<file path="config.mk">
export PLATFORM = sky130hd
export DESIGN_NAME = matrix_operand_loader_flat
export DESIGN_NICKNAME = d
export VERILOG_FILES = /design/src/rtl/matrix_loader_pkg.sv /design/src/rtl/matrix_operand_loader_if.sv /design/src/rtl/matrix_index_counter.sv /design/src/rtl/matrix_operand_loader.sv /design/src/flat_wrapper.sv
export SDC_FILE = /design/constraint.sdc
export NUM_CORES = 1
export LEC_CHECK = 0
export CORE_UTILIZATION = 45
export CTS_CLUSTER_SIZE = 20
export DETAILED_ROUTE_END_ITERATION = 6
export HOLD_SLACK_MARGIN = 0.02
export PLACE_DENSITY_LB_ADDON = 0.2
export SYNTH_ARGS = -nofsm -noshare
export SYNTH_HDL_FRONTEND = slang
export SYNTH_SLANG_ARGS = --single-unit
</file>
<file path="constraint.sdc">
create_clock -name clock -period 4 [get_ports clock]
set_clock_uncertainty 0.1 [all_clocks]
set_input_delay 1 -clock clock [delete_from_list [all_inputs] [get_ports clock]]
set_output_delay 1 -clock clock [all_outputs]
set_load 0.03 [all_outputs]
</file>
<file path="src/rtl/matrix_loader_pkg.sv">
// Shared types and constants for the matrix operand loader and its index counter.
// The flat operand always uses a row stride of MAX_DIM, whatever the active size.
package matrix_loader_pkg;

  localparam int ELEM_W  = 8;
  localparam int MAX_DIM = 5;
  localparam int FLAT_W  = MAX_DIM * MAX_DIM * ELEM_W;

  localparam logic [2:0] SIZE_NONE = 3'b000;
  localparam logic [2:0] SIZE_2X2  = 3'b010;
  localparam logic [2:0] SIZE_3X3  = 3'b011;
  localparam logic [2:0] SIZE_4X4  = 3'b100;
  localparam logic [2:0] SIZE_5X5  = 3'b101;

  typedef enum logic [2:0] {
    IDLE,
    LOAD,
    SETTLE,
    WAIT,
    RESULT
  } state_t;

  // Slot of element (r,c) inside the flat operand, in units of ELEM_W.
  function automatic logic [4:0] slot_index(input logic [2:0] r, input logic [2:0] c);
    return ({2'b00, r} * 5'd5) + {2'b00, c};
  endfunction

  function automatic logic size_is_legal(input logic [2:0] s);
    return (s >= SIZE_2X2) && (s <= SIZE_5X5);
  endfunction

endpackage

</file>
<file path="src/rtl/matrix_operand_loader_if.sv">
// Host-side command, element and result handshakes of the matrix operand loader.
// Every channel transfers on a rising clock edge where valid && ready are both high;
// the sender holds its payload stable while valid is high and ready is low.
interface matrix_operand_loader_if;

  logic                               cmd_valid;
  logic                               cmd_ready;
  logic [2:0]                         cmd_size;

  logic                               in_valid;
  logic                               in_ready;
  logic [matrix_loader_pkg::ELEM_W-1:0] in_data;

  logic                               res_valid;
  logic                               res_ready;
  logic [matrix_loader_pkg::ELEM_W-1:0] res_number;
  logic                               res_overflow;
  logic                               res_error;

  modport master (
    output cmd_valid, cmd_size, in_valid, in_data, res_ready,
    input  cmd_ready, in_ready, res_valid, res_number, res_overflow, res_error
  );

  modport slave (
    input  cmd_valid, cmd_size, in_valid, in_data, res_ready,
    output cmd_ready, in_ready, res_valid, res_number, res_overflow, res_error
  );

endinterface

</file>
<file path="src/rtl/matrix_index_counter.sv">
// Row-major (row,col) walker over an n x n matrix; last flags the final element.
module matrix_index_counter (
  input  logic       clock,
  input  logic       reset,
  input  logic       clear,
  input  logic       advance,
  input  logic [2:0] n,
  output logic [2:0] row,
  output logic [2:0] col,
  output logic       last
);

  logic [2:0] n_m1;

  assign n_m1 = n - 3'd1;
  assign last = (row == n_m1) && (col == n_m1);

  always_ff @(posedge clock) begin
    if (reset || clear) begin
      row <= 3'd0;
      col <= 3'd0;
    end else if (advance) begin
      if (col == n_m1) begin
        col <= 3'd0;
        row <= row + 3'd1;
      end else begin
        col <= col + 3'd1;
      end
    end
  end

endmodule

</file>
<file path="src/rtl/matrix_operand_loader.sv">
// Front end for the determinant ALU: takes a size command and row-major elements,
// presents the packed operand, waits for done (or a timeout) and returns the result.
module matrix_operand_loader
  import matrix_loader_pkg::*;
#(
  parameter int SETTLE_CYCLES  = 2,
  parameter int TIMEOUT_CYCLES = 64
) (
  input  logic                clock,
  input  logic                reset,
  matrix_operand_loader_if.slave bus,
  output logic [FLAT_W-1:0]   A_flat,
  output logic [2:0]          matrix_size,
  input  logic [ELEM_W-1:0]   det_number,
  input  logic                det_done,
  input  logic                det_overflow,
  output logic                busy,
  output state_t              state_dbg
);

  localparam logic [15:0] SETTLE_LAST  = 16'(SETTLE_CYCLES - 1);
  localparam logic [15:0] TIMEOUT_LAST = 16'(TIMEOUT_CYCLES - 1);

  state_t              state_q, state_d;
  logic [2:0]          n_q;
  logic [FLAT_W-1:0]   a_flat_q;
  logic [15:0]         cnt_q;
  logic [ELEM_W-1:0]   res_number_q;
  logic                res_overflow_q;
  logic                res_error_q;

  logic                cmd_ok, cmd_bad, elem_wr, capture, time_out;
  logic                cnt_clr, cnt_inc;
  logic [2:0]          idx_row, idx_col;
  logic                idx_last;

  matrix_index_counter u_index (
    .clock   (clock),
    .reset   (reset),
    .clear   (cmd_ok),
    .advance (elem_wr),
    .n       (n_q),
    .row     (idx_row),
    .col     (idx_col),
    .last    (idx_last)
  );

  always_ff @(posedge clock) begin
    if (reset) begin
      state_q <= IDLE;
    end else begin
      state_q <= state_d;
    end
  end

  always_comb begin
    state_d  = state_q;
    cmd_ok   = 1'b0;
    cmd_bad  = 1'b0;
    elem_wr  = 1'b0;
    capture  = 1'b0;
    time_out = 1'b0;
    cnt_clr  = 1'b0;
    cnt_inc  = 1'b0;
    case (state_q)
      IDLE: begin
        if (bus.cmd_valid) begin
          if (size_is_legal(bus.cmd_size)) begin
            cmd_ok  = 1'b1;
            cnt_clr = 1'b1;
            state_d = LOAD;
          end else begin
            cmd_bad = 1'b1;
            state_d = RESULT;
          end
        end
      end
      LOAD: begin
        if (bus.in_valid) begin
          elem_wr = 1'b1;
          if (idx_last) begin
            cnt_clr = 1'b1;
            state_d = SETTLE;
          end
        end
      end
      // det_done is deliberately not looked at here: it may still be left over from
      // a previous operand until the ALU has seen the new size for a while.
      SETTLE: begin
        if (cnt_q == SETTLE_LAST) begin
          cnt_clr = 1'b1;
          state_d = WAIT;
        end else begin
          cnt_inc = 1'b1;
        end
      end
      WAIT: begin
        if (det_done) begin
          capture = 1'b1;
          state_d = RESULT;
        end else if (cnt_q == TIMEOUT_LAST) begin
          time_out = 1'b1;
          state_d  = RESULT;
        end else begin
          cnt_inc = 1'b1;
        end
      end
      RESULT: begin
        if (bus.res_ready) begin
          state_d = IDLE;
        end
      end
      default: state_d = IDLE;
    endcase
  end

  always_ff @(posedge clock) begin
    if (reset) begin
      n_q            <= SIZE_NONE;
      a_flat_q       <= '0;
      cnt_q          <= 16'd0;
      res_number_q   <= '0;
      res_overflow_q <= 1'b0;
      res_error_q    <= 1'b0;
    end else begin
      if (cmd_ok) begin
        n_q      <= bus.cmd_size;
        a_flat_q <= '0;
      end
      if (elem_wr) begin
        a_flat_q[ELEM_W*int'(slot_index(idx_row, idx_col)) +: ELEM_W] <= bus.in_data;
      end
      if (cnt_clr) begin
        cnt_q <= 16'd0;
      end else if (cnt_inc) begin
        cnt_q <= cnt_q + 16'd1;
      end
      if (cmd_bad || time_out) begin
        res_number_q   <= '0;
        res_overflow_q <= 1'b0;
        res_error_q    <= 1'b1;
      end else if (capture) begin
        res_number_q   <= det_number;
        res_overflow_q <= det_overflow;
        res_error_q    <= 1'b0;
      end
    end
  end

  // The size code is only offered while the operand is frozen for the ALU.
  assign matrix_size      = ((state_q == SETTLE) || (state_q == WAIT)) ? n_q : SIZE_NONE;
  assign A_flat           = a_flat_q;
  assign bus.cmd_ready    = (state_q == IDLE);
  assign bus.in_ready     = (state_q == LOAD);
  assign bus.res_valid    = (state_q == RESULT);
  assign bus.res_number   = res_number_q;
  assign bus.res_overflow = res_overflow_q;
  assign bus.res_error    = res_error_q;
  assign busy             = (state_q != IDLE);
  assign state_dbg        = state_q;

endmodule
</file>
<file path="src/flat_wrapper.sv">
// flat-port wrapper written by rule: the top's interface ports become plain ports
module matrix_operand_loader_flat import matrix_loader_pkg::*;
#(
  parameter int SETTLE_CYCLES  = 2,
  parameter int TIMEOUT_CYCLES = 64
)
  (clock, reset, A_flat, matrix_size, det_number, det_done, det_overflow, busy, state_dbg, bus_cmd_valid, bus_cmd_size, bus_in_valid, bus_in_data, bus_res_ready, bus_cmd_ready, bus_in_ready, bus_res_valid, bus_res_number, bus_res_overflow, bus_res_error);
  matrix_operand_loader_if bus_i ();
  input  logic clock;
  input  logic reset;
  output logic [FLAT_W-1:0] A_flat;
  output logic [2:0] matrix_size;
  input  logic [ELEM_W-1:0] det_number;
  input  logic det_done;
  input  logic det_overflow;
  output logic busy;
  output state_t state_dbg;
  input wire logic [$bits(bus_i.cmd_valid)-1:0] bus_cmd_valid;
  input wire logic [$bits(bus_i.cmd_size)-1:0] bus_cmd_size;
  input wire logic [$bits(bus_i.in_valid)-1:0] bus_in_valid;
  input wire logic [$bits(bus_i.in_data)-1:0] bus_in_data;
  input wire logic [$bits(bus_i.res_ready)-1:0] bus_res_ready;
  output wire logic [$bits(bus_i.cmd_ready)-1:0] bus_cmd_ready;
  output wire logic [$bits(bus_i.in_ready)-1:0] bus_in_ready;
  output wire logic [$bits(bus_i.res_valid)-1:0] bus_res_valid;
  output wire logic [$bits(bus_i.res_number)-1:0] bus_res_number;
  output wire logic [$bits(bus_i.res_overflow)-1:0] bus_res_overflow;
  output wire logic [$bits(bus_i.res_error)-1:0] bus_res_error;
  assign bus_i.cmd_valid = bus_cmd_valid;
  assign bus_i.cmd_size = bus_cmd_size;
  assign bus_i.in_valid = bus_in_valid;
  assign bus_i.in_data = bus_in_data;
  assign bus_i.res_ready = bus_res_ready;
  assign bus_cmd_ready = bus_i.cmd_ready;
  assign bus_in_ready = bus_i.in_ready;
  assign bus_res_valid = bus_i.res_valid;
  assign bus_res_number = bus_i.res_number;
  assign bus_res_overflow = bus_i.res_overflow;
  assign bus_res_error = bus_i.res_error;
  matrix_operand_loader #(.SETTLE_CYCLES(SETTLE_CYCLES), .TIMEOUT_CYCLES(TIMEOUT_CYCLES)) u_core (.clock(clock), .reset(reset), .bus(bus_i), .A_flat(A_flat), .matrix_size(matrix_size), .det_number(det_number), .det_done(det_done), .det_overflow(det_overflow), .busy(busy), .state_dbg(state_dbg));
endmodule
</file>
==> results.ini <==
[pwr]
p_leak_nw = 5.12
power.share.clock_pct = 45.2
ir_drop_mv = 0.286
switching_power_mw = 1.29
p_int_mw = 3.97
total_power_mw = 5.26
combPwrFrac_pct = 9.1
switching_share_pct = 24.5
seq_power_share_pct = 45.6
power_density_nw_per_um2 = 376

[sta]
drv_slew = 0
period_needed_ns = 3.79
layout_setup_ws_ns = 0.208
setup_viol = 0
worst_pin_slew_ns = 1.25
hold_viol_final = 0
rsz0062_at_grt = true
slew_headroom_pct = 15.8
tns_ns = 0
fmax_ghz = 0.264
period_share_pct = 94.8

[route]
wirelength_mm = 31.3
wl_per_cell_um = 18.9
drt-vias-per-instance = 5.75
drtIter0Drc = 703
drc = 16
drt_pass1_iterations = 7
vias = 9519
final_antenna_net_count = 0

[floorplan]
die_w_um = 153
ios = 246
core_area_um2 = 22100
chipHeight_um = 153
dieArea_um2 = 23400
start_util_pct = 46.3
std_cell_rows = 54

[clock_tree]
cts_buffers = 26
cts.htree.levels = 1
cts.sinks = 238
cts_root_buf = clkbuf_16
cts_tree = done
clock_path_buffers = 3
clkTransAtPathRegs_ns = 0.06
insertion_delay_ns = 0.53

[global_routing]
grt_pass1_wl_mm = 49.2
grt_pass1_vias = 8951
grt_max_degree = 93
antenna_found_initial = 0
met3_usage_pct = 4.42
grt-ovfl-total = 0
grt.met2_usage_pct = 42.2
grt_util_met1_pct = 35.7
grt.busiest_layer = met2
grt_usage_pct = 26.0

[synthesis]
ys_types = 63
async_flop_share_pct = 0
synth_fp_nets = 1168
ys_warn_count = 0
syn_area_um2 = 10200
ys_seq_area_share_pct = 46.5
synth_edf_count = 0
synth.avg_cell_area_um2 = 9.09
ys_ff_latch = 238
synth_flop_cell = dfxtp_1
synth_cells = 1126

[placed_design]
gp_congestion = 0.847
hpwl_mm = 21.0
port_buffers = 245
placed_cell_area_um2 = 13100
dp_slack_ns = 0.0937

[layout]
n_antenna_cell = 0
nets = 1402
stdcell_area_um2 = 14000
area_growth_pct = 36.6
fill_cells = 1879
final_common_cell = clkdlybuf4s50_1
drive_gt1_share_pct = 9.08
utilization_pct = 63.3
final_cell_mix = clkdlybuf4s50_1, dfxtp_1, nand2_1, nand3_1, mux2i_1

[status]
status = finished, violations left
violations = DRC

[worst_setup_path]
crit_top_cell = ha_1
required_ns = 4.29
cp_max_fo = 8
arrival_ns = 4.09
path_class = reg -> reg
cp_slowest_cell = ha_1
rrSetupSlack_ns = 0.21
r2r-end = u_core.A_flat[113]
start_kind = register
slowest_delay_ns = 0.36
r2r.worst_path.cells = 14
worstReg2RegStart = u_core.u_index.row[0]
cp-end-kind = register
path_cells = ha_1 -> ha_1 -> ha_1 -> a21o_1 -> a21o_2 -> xnor2_2 -> inv_1 -> ha_1 -> nor2b_2 -> nand2_1 -> buf_4 -> nor3_1 -> a21oi_4 -> mux2i_1

[min_path]
min_path_type = reg -> reg
worstHoldEndpoint = u_core.A_flat[56]
hold_start = u_core.A_flat[56]
worstHoldPathCells = 2

[run]
maxCapViolCount = 0

critical path: cells and delay by family, from the launching register on:
family	cells	cell delay, ns
mux	1	0.16
flops	1	0.31
compound gates	3	0.65
simple gates	3	0.66
fa+ha+maj	4	1.25
buf+inv	2	0.33
xor+xnor	1	0.19
kinds of logic after synthesis:
group	after synthesis	synth area share, %
adders and majority gates	16	2.03
buffers and inverters	103	4.03
muxes	101	9.88
and+or+nand+nor	459	22.5
DFF	238	46.5
xor gates and xnor gates	19	1.85
AOI/OAI and AO/OA	190	13.2
final cells by class:
| class | count | area [um2] | share of cell area (%) |
|---|---|---|---|
| Multi-Input combinational cell | 785 | 5120 | 36.6 |
| Sequential cell | 238 | 4760 | 34.1 |
| Timing Repair Buffer | 293 | 2840 | 20.3 |
| Clock buffer | 37 | 763 | 5.46 |
| Tap cell | 280 | 350 | 2.51 |
| Clock inverter | 7 | 85.1 | 0.609 |
| Inverter | 16 | 60.1 | 0.430 |
cell usage after synthesis (all sizes together) (16+ instances only):
cell,number,share of area [%]
o31ai,56,4.1
o211ai,18,1.5
nand2,173,6.3
inv,16,0.59
o21ai,39,2.1
buf,17,0.88
mux2i,101,9.9
clkbuf,70,2.6
dfxtp,238,47
nor3,17,0.99
nand3,118,5.8
a21oi,53,2.7
nor2,26,0.98
nand4,66,4.0
power by group through the flow:
stage,registers [mW],logic (mW),clock network (mW)
6_report,2.40,0.480,2.38
5_1_grt,2.40,0.508,2.52
4_1_cts,2.40,0.473,2.41
3_5_place_dp,2.45,0.472,0
3_3_place_gp,2.45,0.471,0
2_1_floorplan,2.46,0.278,0
flip-flops by register name, summed over array words and instances, names as in the netlist:
register	flops
u_core.bus.res_number	8
u_core.u_index.col	3
u_core.A_flat	200
u_core.cnt_q	16
u_core.bus.res_overflow	1
u_core.state_dbg	3
u_core.n_q	3
u_core.u_index.row	3
u_core.bus.res_error	1
layer usage:
layer  routed length [um]  part of all wire, %  up-vias
li1                     -                    -     4568
met1                13900                   44     4528
met2                14300                   46      372
met3                 2370                  7.6       51
met4                  655                  2.1        0
met5                    0                    0        -
repair_timing:
item                                    4_1_cts  5_1_grt
hold buffers                                  0        0
gates resized for setup                       0        8
setup buffers                                 0        0
endpoints found under the setup margin        0       41
stage by stage:
stage	hold slack [ns]	cells
floorplan	0.345	1126
global placement	0.343	1612
detailed placement	0.346	1612
CTS	0.357	1656
global route	0.369	1656
finish	0.356	1656
how the worst max path moves through the flow:
stage                                     start                  to  slack (ns)  cells past startpoint
after floorplan           u_core.u_index.row[2]   u_core.A_flat[80]        0.11                     12
after global placement    u_core.u_index.row[0]  u_core.A_flat[100]        0.22                     14
after detailed placement  u_core.u_index.row[0]   u_core.A_flat[77]        0.09                     13
after CTS                 u_core.u_index.row[0]   u_core.A_flat[77]        0.05                     13
after global routing      u_core.u_index.row[0]  u_core.A_flat[113]      -0.001                     14
final                     u_core.u_index.row[0]  u_core.A_flat[113]        0.21                     14
Power figures use the tool's default switching activity.
